File: src/rtl/keypad_scan_ctrl_if.sv
// Key-event handshake between the keypad scanner (master) and its consumer (slave).
interface keypad_scan_ctrl_if;
    logic       key_valid;
    logic [3:0] key_code;
    logic       key_ready;
    logic       key_held;
    logic       overrun;

    modport master (
        output key_valid,
        output key_code,
        output key_held,
        output overrun,
        input  key_ready
    );

    modport slave (
        input  key_valid,
        input  key_code,
        input  key_held,
        input  overrun,
        output key_ready
    );
endinterface

File: src/rtl/keypad_scan_ctrl.sv
// 4x4 keypad column scanner with full-scan debounce and single-shot key events.
// States: DRIVE | column held low while rows settle; SAMPLE | rows latched, column advances.
module keypad_scan_ctrl #(
    parameter int SETTLE_CYCLES  = 100000,
    parameter int DEBOUNCE_SCANS = 4
) (
    input  logic                      clk,
    input  logic                      rst,
    input  logic [3:0]                Row,
    output logic [3:0]                Col,
    keypad_scan_ctrl_if.master        key_if
);
    localparam int CNT_W = (SETTLE_CYCLES > 1) ? $clog2(SETTLE_CYCLES) : 1;
    localparam int DB_W  = $clog2(DEBOUNCE_SCANS + 1);
    localparam logic [CNT_W-1:0] CNT_LAST = CNT_W'(SETTLE_CYCLES - 1);
    localparam logic [DB_W-1:0]  DB_MAX   = DB_W'(DEBOUNCE_SCANS);
    // bit 4 set marks "no single key" so it never collides with a real code
    localparam logic [4:0]       NONE     = 5'h10;

    typedef enum logic {DRIVE, SAMPLE} state_t;

    state_t           state_q, state_d;
    logic [CNT_W-1:0] cnt_q, cnt_d;
    logic [1:0]       col_idx_q, col_idx_d;
    logic [3:0]       col_q, col_d;
    logic [3:0]       slot0_q, slot0_d;
    logic [3:0]       slot1_q, slot1_d;
    logic [3:0]       slot2_q, slot2_d;
    logic [4:0]       prev_q, prev_d;
    logic [DB_W-1:0]  db_cnt_q, db_cnt_d;
    logic [4:0]       stable_q, stable_d;
    logic             valid_q, valid_d;
    logic [3:0]       code_q, code_d;
    logic             overrun_q, overrun_d;
    logic             held_q, held_d;

    logic [15:0]      all_rows;
    logic [4:0]       low_cnt;
    logic [3:0]       hit_code;
    logic [4:0]       scan_res;
    logic             event_new;

    function automatic logic [3:0] key_map(input logic [3:0] idx);
        logic [3:0] code;
        case (idx)
            4'd0:    code = 4'h1;
            4'd1:    code = 4'h4;
            4'd2:    code = 4'h7;
            4'd3:    code = 4'hF;
            4'd4:    code = 4'h2;
            4'd5:    code = 4'h5;
            4'd6:    code = 4'h8;
            4'd7:    code = 4'h0;
            4'd8:    code = 4'h3;
            4'd9:    code = 4'h6;
            4'd10:   code = 4'h9;
            4'd11:   code = 4'hE;
            4'd12:   code = 4'hA;
            4'd13:   code = 4'hB;
            4'd14:   code = 4'hC;
            default: code = 4'hD;
        endcase
        return code;
    endfunction

    // C4 is evaluated in its own SAMPLE cycle, so it uses the live rows
    assign all_rows = {slot0_q, slot1_q, slot2_q, Row};

    always_comb begin
        low_cnt  = '0;
        hit_code = '0;
        for (int i = 0; i < 16; i++) begin
            if (!all_rows[15-i]) begin
                low_cnt  = low_cnt + 5'd1;
                hit_code = key_map(4'(i));
            end
        end
        scan_res = (low_cnt == 5'd1) ? {1'b0, hit_code} : NONE;
    end

    always_comb begin
        state_d   = state_q;
        cnt_d     = cnt_q;
        col_idx_d = col_idx_q;
        col_d     = col_q;
        slot0_d   = slot0_q;
        slot1_d   = slot1_q;
        slot2_d   = slot2_q;
        prev_d    = prev_q;
        db_cnt_d  = db_cnt_q;
        stable_d  = stable_q;
        held_d    = held_q;
        valid_d   = valid_q;
        code_d    = code_q;
        overrun_d = overrun_q;
        event_new = 1'b0;

        case (state_q)
            DRIVE: begin
                if (cnt_q == CNT_LAST) begin
                    state_d = SAMPLE;
                    cnt_d   = '0;
                end else begin
                    cnt_d = cnt_q + CNT_W'(1);
                end
            end
            SAMPLE: begin
                state_d   = DRIVE;
                col_idx_d = col_idx_q + 2'd1;
                col_d     = {col_q[0], col_q[3:1]};
                case (col_idx_q)
                    2'd0: slot0_d = Row;
                    2'd1: slot1_d = Row;
                    2'd2: slot2_d = Row;
                    default: begin
                        if (scan_res == prev_q) begin
                            db_cnt_d = (db_cnt_q == DB_MAX) ? DB_MAX : db_cnt_q + DB_W'(1);
                        end else begin
                            db_cnt_d = DB_W'(1);
                        end
                        prev_d = scan_res;
                        if ((db_cnt_d == DB_MAX) && (scan_res != stable_q)) begin
                            stable_d  = scan_res;
                            held_d    = (scan_res != NONE);
                            event_new = (scan_res != NONE);
                        end
                    end
                endcase
            end
            default: state_d = DRIVE;
        endcase

        // an accept in the same cycle frees the slot for the new event
        if (event_new) begin
            if (!valid_q || key_if.key_ready) begin
                valid_d = 1'b1;
                code_d  = scan_res[3:0];
            end else begin
                overrun_d = 1'b1;
            end
        end else if (key_if.key_ready) begin
            valid_d = 1'b0;
        end
    end

    always_ff @(posedge clk) begin
        if (rst) begin
            state_q   <= DRIVE;
            cnt_q     <= '0;
            col_idx_q <= 2'd0;
            col_q     <= 4'b0111;
            slot0_q   <= 4'hF;
            slot1_q   <= 4'hF;
            slot2_q   <= 4'hF;
            prev_q    <= NONE;
            db_cnt_q  <= '0;
            stable_q  <= NONE;
            held_q    <= 1'b0;
            valid_q   <= 1'b0;
            code_q    <= 4'h0;
            overrun_q <= 1'b0;
        end else begin
            state_q   <= state_d;
            cnt_q     <= cnt_d;
            col_idx_q <= col_idx_d;
            col_q     <= col_d;
            slot0_q   <= slot0_d;
            slot1_q   <= slot1_d;
            slot2_q   <= slot2_d;
            prev_q    <= prev_d;
            db_cnt_q  <= db_cnt_d;
            stable_q  <= stable_d;
            held_q    <= held_d;
            valid_q   <= valid_d;
            code_q    <= code_d;
            overrun_q <= overrun_d;
        end
    end

    assign Col              = col_q;
    assign key_if.key_valid = valid_q;
    assign key_if.key_code  = code_q;
    assign key_if.key_held  = held_q;
    assign key_if.overrun   = overrun_q;
endmodule

File: src/flat_wrapper.sv
// flat-port wrapper written by rule: the top's interface ports become plain ports
module keypad_scan_ctrl_flat 
#(
    parameter int SETTLE_CYCLES  = 100000,
    parameter int DEBOUNCE_SCANS = 4
)
  (clk, rst, Row, Col, key_if_key_valid, key_if_key_code, key_if_key_held, key_if_overrun, key_if_key_ready);
  keypad_scan_ctrl_if key_if_i ();
  input  logic clk;
  input  logic rst;
  input  logic [3:0] Row;
  output logic [3:0] Col;
  output wire logic [$bits(key_if_i.key_valid)-1:0] key_if_key_valid;
  output wire logic [$bits(key_if_i.key_code)-1:0] key_if_key_code;
  output wire logic [$bits(key_if_i.key_held)-1:0] key_if_key_held;
  output wire logic [$bits(key_if_i.overrun)-1:0] key_if_overrun;
  input wire logic [$bits(key_if_i.key_ready)-1:0] key_if_key_ready;
  assign key_if_key_valid = key_if_i.key_valid;
  assign key_if_key_code = key_if_i.key_code;
  assign key_if_key_held = key_if_i.key_held;
  assign key_if_overrun = key_if_i.overrun;
  assign key_if_i.key_ready = key_if_key_ready;
  keypad_scan_ctrl #(.SETTLE_CYCLES(SETTLE_CYCLES), .DEBOUNCE_SCANS(DEBOUNCE_SCANS)) u_core (.clk(clk), .rst(rst), .Row(Row), .Col(Col), .key_if(key_if_i));
endmodule
File: config.mk
export PLATFORM = sky130hd
export DESIGN_NAME = keypad_scan_ctrl_flat
export DESIGN_NICKNAME = d
export VERILOG_FILES = /design/src/rtl/keypad_scan_ctrl_if.sv /design/src/rtl/keypad_scan_ctrl.sv /design/src/flat_wrapper.sv
export SDC_FILE = /design/constraint.sdc
export NUM_CORES = 1
export LEC_CHECK = 0
export CELL_PAD_IN_SITES_DETAIL_PLACEMENT = 2
export CELL_PAD_IN_SITES_GLOBAL_PLACEMENT = 2
export CORE_MARGIN = 2
export CORE_UTILIZATION = 40
export CTS_CLUSTER_DIAMETER = 60
export DETAILED_ROUTE_END_ITERATION = 16
export PLACE_DENSITY = 0.91
export SLEW_MARGIN = 20
export SYNTH_ARGS = -nofsm -noshare
export SYNTH_HDL_FRONTEND = slang
export SYNTH_SLANG_ARGS = --single-unit
File: constraint.sdc
create_clock -name clk -period 16.6 [get_ports clk]
set_input_delay 3.32 -clock clk [delete_from_list [all_inputs] [get_ports clk]]
set_output_delay 3.32 -clock clk [all_outputs]
set_load 0.03 [all_outputs]
==> flow_results.org <==
** Routing
- The first routing iteration left 94 violations.
- Post-detailed-route count of antenna-violating nets :: 0
- Wire per inst :: ~18 µm
- After detailed routing, the number of vias per cell comes to 5.60.
- Final routed wirelength across all metal layers :: around 12000 µm
- Number of iterations in the first detailed-routing pass :: 4
- The routed layout has between 3000 and 4000 vias.
- DRC :: 0

** Synthesis
- In this run, distinct cell masters in the synthesized netlist total 74.
- nand2_1 is the most common cell in the netlist.
- Cells taking the most area after synthesis :: dfxtp_1 26%, ha_1 6.8%, xnor2_1 5.8%, nand2_1 5.1%, nand3_1 5.1%
- In the synthesized netlist the async set-or-reset flop fraction comes to 0.
- Post-synth net total :: 542
- In the synthesized netlist, the number of instances is just over 500.
- Portion of synthesized cell area occupied by the leading cell type :: 0.264
- Ranked by instance count, the synthesized netlist is headed by 58 x nand2_1, 56 x dfxtp_1, 43 x nand3_1, 34 x nor2_1, 28 x xnor2_1.
- Post-synthesis sequential area ratio :: 0.264
- Top flip-flop cell by instance count after synthesis :: dfxtp_1
- In this run, synthesis inferred 0 flip-flops with an integrated enable.
- Mean cell area of the mapped netlist :: a little over 8 µm²
- The synthesized netlist occupies a cell area of 4250 µm².
- The biggest area contributor in the post-synthesis netlist is dfxtp_1.
- Register bit total from synthesis :: between 50 and 60
- During synthesis, Yosys emitted a total of 0 warnings.

** Critical path
- The largest individual stage delay along the critical path comes from the cell nor3_1.
- The worst register-to-register path begins at u_core.slot0_q[2].
- Max FO, Critical Path :: 13
- Crit path max-delay family :: adder cells
- Cell type with the highest occurrence count on the critical path :: ha_1
- STA classifies the critical path endpoint as a flip-flop.
- The most critical setup path has its startpoint at u_core.slot0_q[2].
- The worst setup path is launched from a flip-flop.
- Worst path arrival time :: 11.32 ns
- CP max stage delay :: 0.62 ns
- Critical path type :: flip-flop to flip-flop
- Data on the critical path is required at its endpoint by approximately 17 ns.
- Worst path buffer plus inverter count :: 4

** Clocking
- TritonCTS built the clock tree.
- CTS H-tree lvls :: 2
- In this run the clock root is driven by a clkbuf_8.
- Hold buffer count at CTS :: 0
- Post-CTS Setup Bufs :: 0
- The number of clock buffers added by TritonCTS is 5.
- Sink count of the clock tree :: between 50 and 60
- In this run, post-CTS repair resized a total of 0 instances.
- After clock tree synthesis, the clock-pin slew on the worst setup and hold paths is about 0.11 ns.
- In this run the deepest clock path goes through 2 buffers.
- Clock latency reported for the late side of the worst-skew pair :: around 0.32 ns

** STA
- The final-report hold violation count was 0.
- Largest clock skew in the final design :: approximately 0.011 ns
- Once routing completed, OpenROAD measured the worst setup slack at about 5.5 ns.
- In this run the tightest slew margin relative to its limit is 0.331.
- Tcrit/Tclk final :: 0.669
- Upper clock frequency limit :: about 90 MHz
- For the pin with the worst max-slew slack, the measured transition is approximately 1 ns.
- Pins over their slew limit :: 0
- Total of endpoints with negative setup slack in the final report :: 0
- Post-layout min period :: 11.10 ns
- Sum of negative setup slack :: 0 ns
- Setup repair after global routing left no endpoint under its margin.

** Layout
- The layout has about 1200 filler cells.
- Area Growth Syn to Fin :: 8.24%
- Final non-filler cell total :: about 650
- Final core occ :: 0.446
- Fraction of final layout cells with drive strength greater than 1 :: 0.0665
- Antenna diodes :: 0
- At the end of the flow, the number of nets in the layout was 540.

** Power and ir drop
- Leakage power of the design :: between 1.5 and 2 nW
- In this run the power spent charging and discharging nets is 0.0641 mW.
- Sequential cell fraction of total power :: 0.535
- The share of total power dissipated in combinational logic is 0.094.
- Of the total power, the share spent switching nets is 0.253.
- Across the VDD grid, the largest voltage drop is between 0.05 and 0.06 mV.
- Power per cell area :: 55.1 nW/µm²
- Cell internal power was estimated by the tool at ~0.19 mW.
- Portion of total power attributed to the clock network :: 0.372

** Floorplanning
- From left edge to right edge, the die measures 107 µm.
- The core region is 10300 µm².
- I/O Pins :: 18
- Starting density of the core :: 0.412
- Number of placement rows :: 37
- Die Ht :: around 110 µm
- Die footprint :: approximately 11000 µm²

** GRT
- The first global-routing pass estimated about 20000 µm of wire.
- The initial antenna violation count was 0.
- Maximum number of pins on one net before global-route repair :: 32
- Across every metal layer, demand over resource in global routing totals 0.219.
- The number of global-route vias before repair is slightly above 4000.
- Leftover overflow at the end of global routing :: 0

** Place
- I/O Buffers :: 17
- Worst slack at placement :: between 5 and 6 ns
- HPWL after detailed placement :: between 8000 and 9000 µm
- Placed Cells incl. Taps :: around 640
- Final RePlAce weighted congestion :: 0.814

** Job
- Reported max-cap violation count :: 0

** Min path
- The worst hold path begins at u_core.key_if.overrun.
- Kind of path behind the tightest hold check :: flip-flop to flip-flop

** Run status
- The flow ran to the end, and the final reports show no timing, DRC or antenna violations.
area by class of cell:
| class | instances | area [µm²] | share of cell area |
|---|---|---|---|
| tap | 136 | 170 | 0.0370 |
| sequential | 56 | 1120 | 0.244 |
| inverter | 18 | 67.6 | 0.0147 |
| clock buffer | 5 | 68.8 | 0.0150 |
| clock inverter | 3 | 46.3 | 0.0101 |
| timing repair buffer | 19 | 185 | 0.0403 |
| multi-input combinational | 410 | 2940 | 0.639 |
path summary, 6_finish.rpt:
check	slack, ns	cells after the start	end
worst max register to register	5.50	48	u_core.db_cnt_q[2]
worst min register to register	0.49	2	u_core.key_if.overrun
worst min-delay path	0.49	2	u_core.key_if.overrun
worst max-delay path	5.50	48	u_core.db_cnt_q[2]
power by group through the flow:
stage	combinational (mW)	clock (mW)	sequential [mW]
5_1_grt	0.0263	0.100	0.136
3_5_place_dp	0.0236	0	0.139
2_1_floorplan	0.0174	0	0.138
3_3_place_gp	0.0221	0	0.138
4_1_cts	0.0241	0.0963	0.135
6_report	0.0237	0.0942	0.135
per-stage QoR:
stage	power, mW	cell area [µm²]	hold WS, ns
after detailed placement	0.162	4480	0.463
after global routing	0.262	4600	0.516
final	0.253	4600	0.491
after CTS	0.256	4600	0.496
after global placement	0.161	4480	0.450
after floorplan	0.156	4250	0.453
registers in the layout (all words and copies together) (netlist names), 3 cells and up:
name	count
u_core.slot0_q	4
u_core.slot2_q	4
u_core.prev_q	5
u_core.stable_q	5
u_core.cnt_q	17
u_core.Col	4
u_core.key_if.key_code	4
u_core.db_cnt_q	3
u_core.slot1_q	4
kinds of logic after synthesis:
| group | Yosys count | share of synthesized area |
|---|---|---|
| simple gates | 221 | 0.273 |
| compound gates | 84 | 0.133 |
| xor+xnor | 63 | 0.171 |
| mux | 19 | 0.0471 |
| buf+inv | 46 | 0.0442 |
| fa+ha+maj | 23 | 0.0677 |
| flops | 56 | 0.264 |
cells in the final DEF (no fill, tap or decap), types with 3 or more instances in the layout:
master	n
xor2_1	21
nor3b_1	5
nand2b_1	11
nor4_1	5
a21oi_1	23
nor2_1	34
nand3_1	43
and2_1	3
nand2_1	58
o31ai_1	3
mux2_2	3
inv_1	17
xnor2_1	28
clkbuf_8	5
o21ai_0	20
or3_1	5
xnor2_4	3
o21bai_1	3
clkdlybuf4s50_1	17
a21boi_0	4
and3_1	3
xnor2_2	4
nor2b_1	20
a311oi_1	3
xnor3_1	3
a31oi_1	3
mux2i_1	14
dfxtp_1	56
ha_1	23
nand4_1	8
nor3_1	7
or4b_1	3
layer usage:
metal  vias up  track usage  part of all wire
li1       1780            -                 -
met1      1795        0.243              0.42
met2        35        0.439              0.55
met3        14       0.0182             0.020
met4         0       0.0538             0.013
met5         -            0                 0
worst min-delay path, delay by kind of cell, from the launching register on:
family	cells	cell delay, ns
flip-flops	1	0.35
AO/OA/AOI/OAI	1	0.05
AND/OR/NAND/NOR	1	0.07
Power figures use the tool's default switching activity.
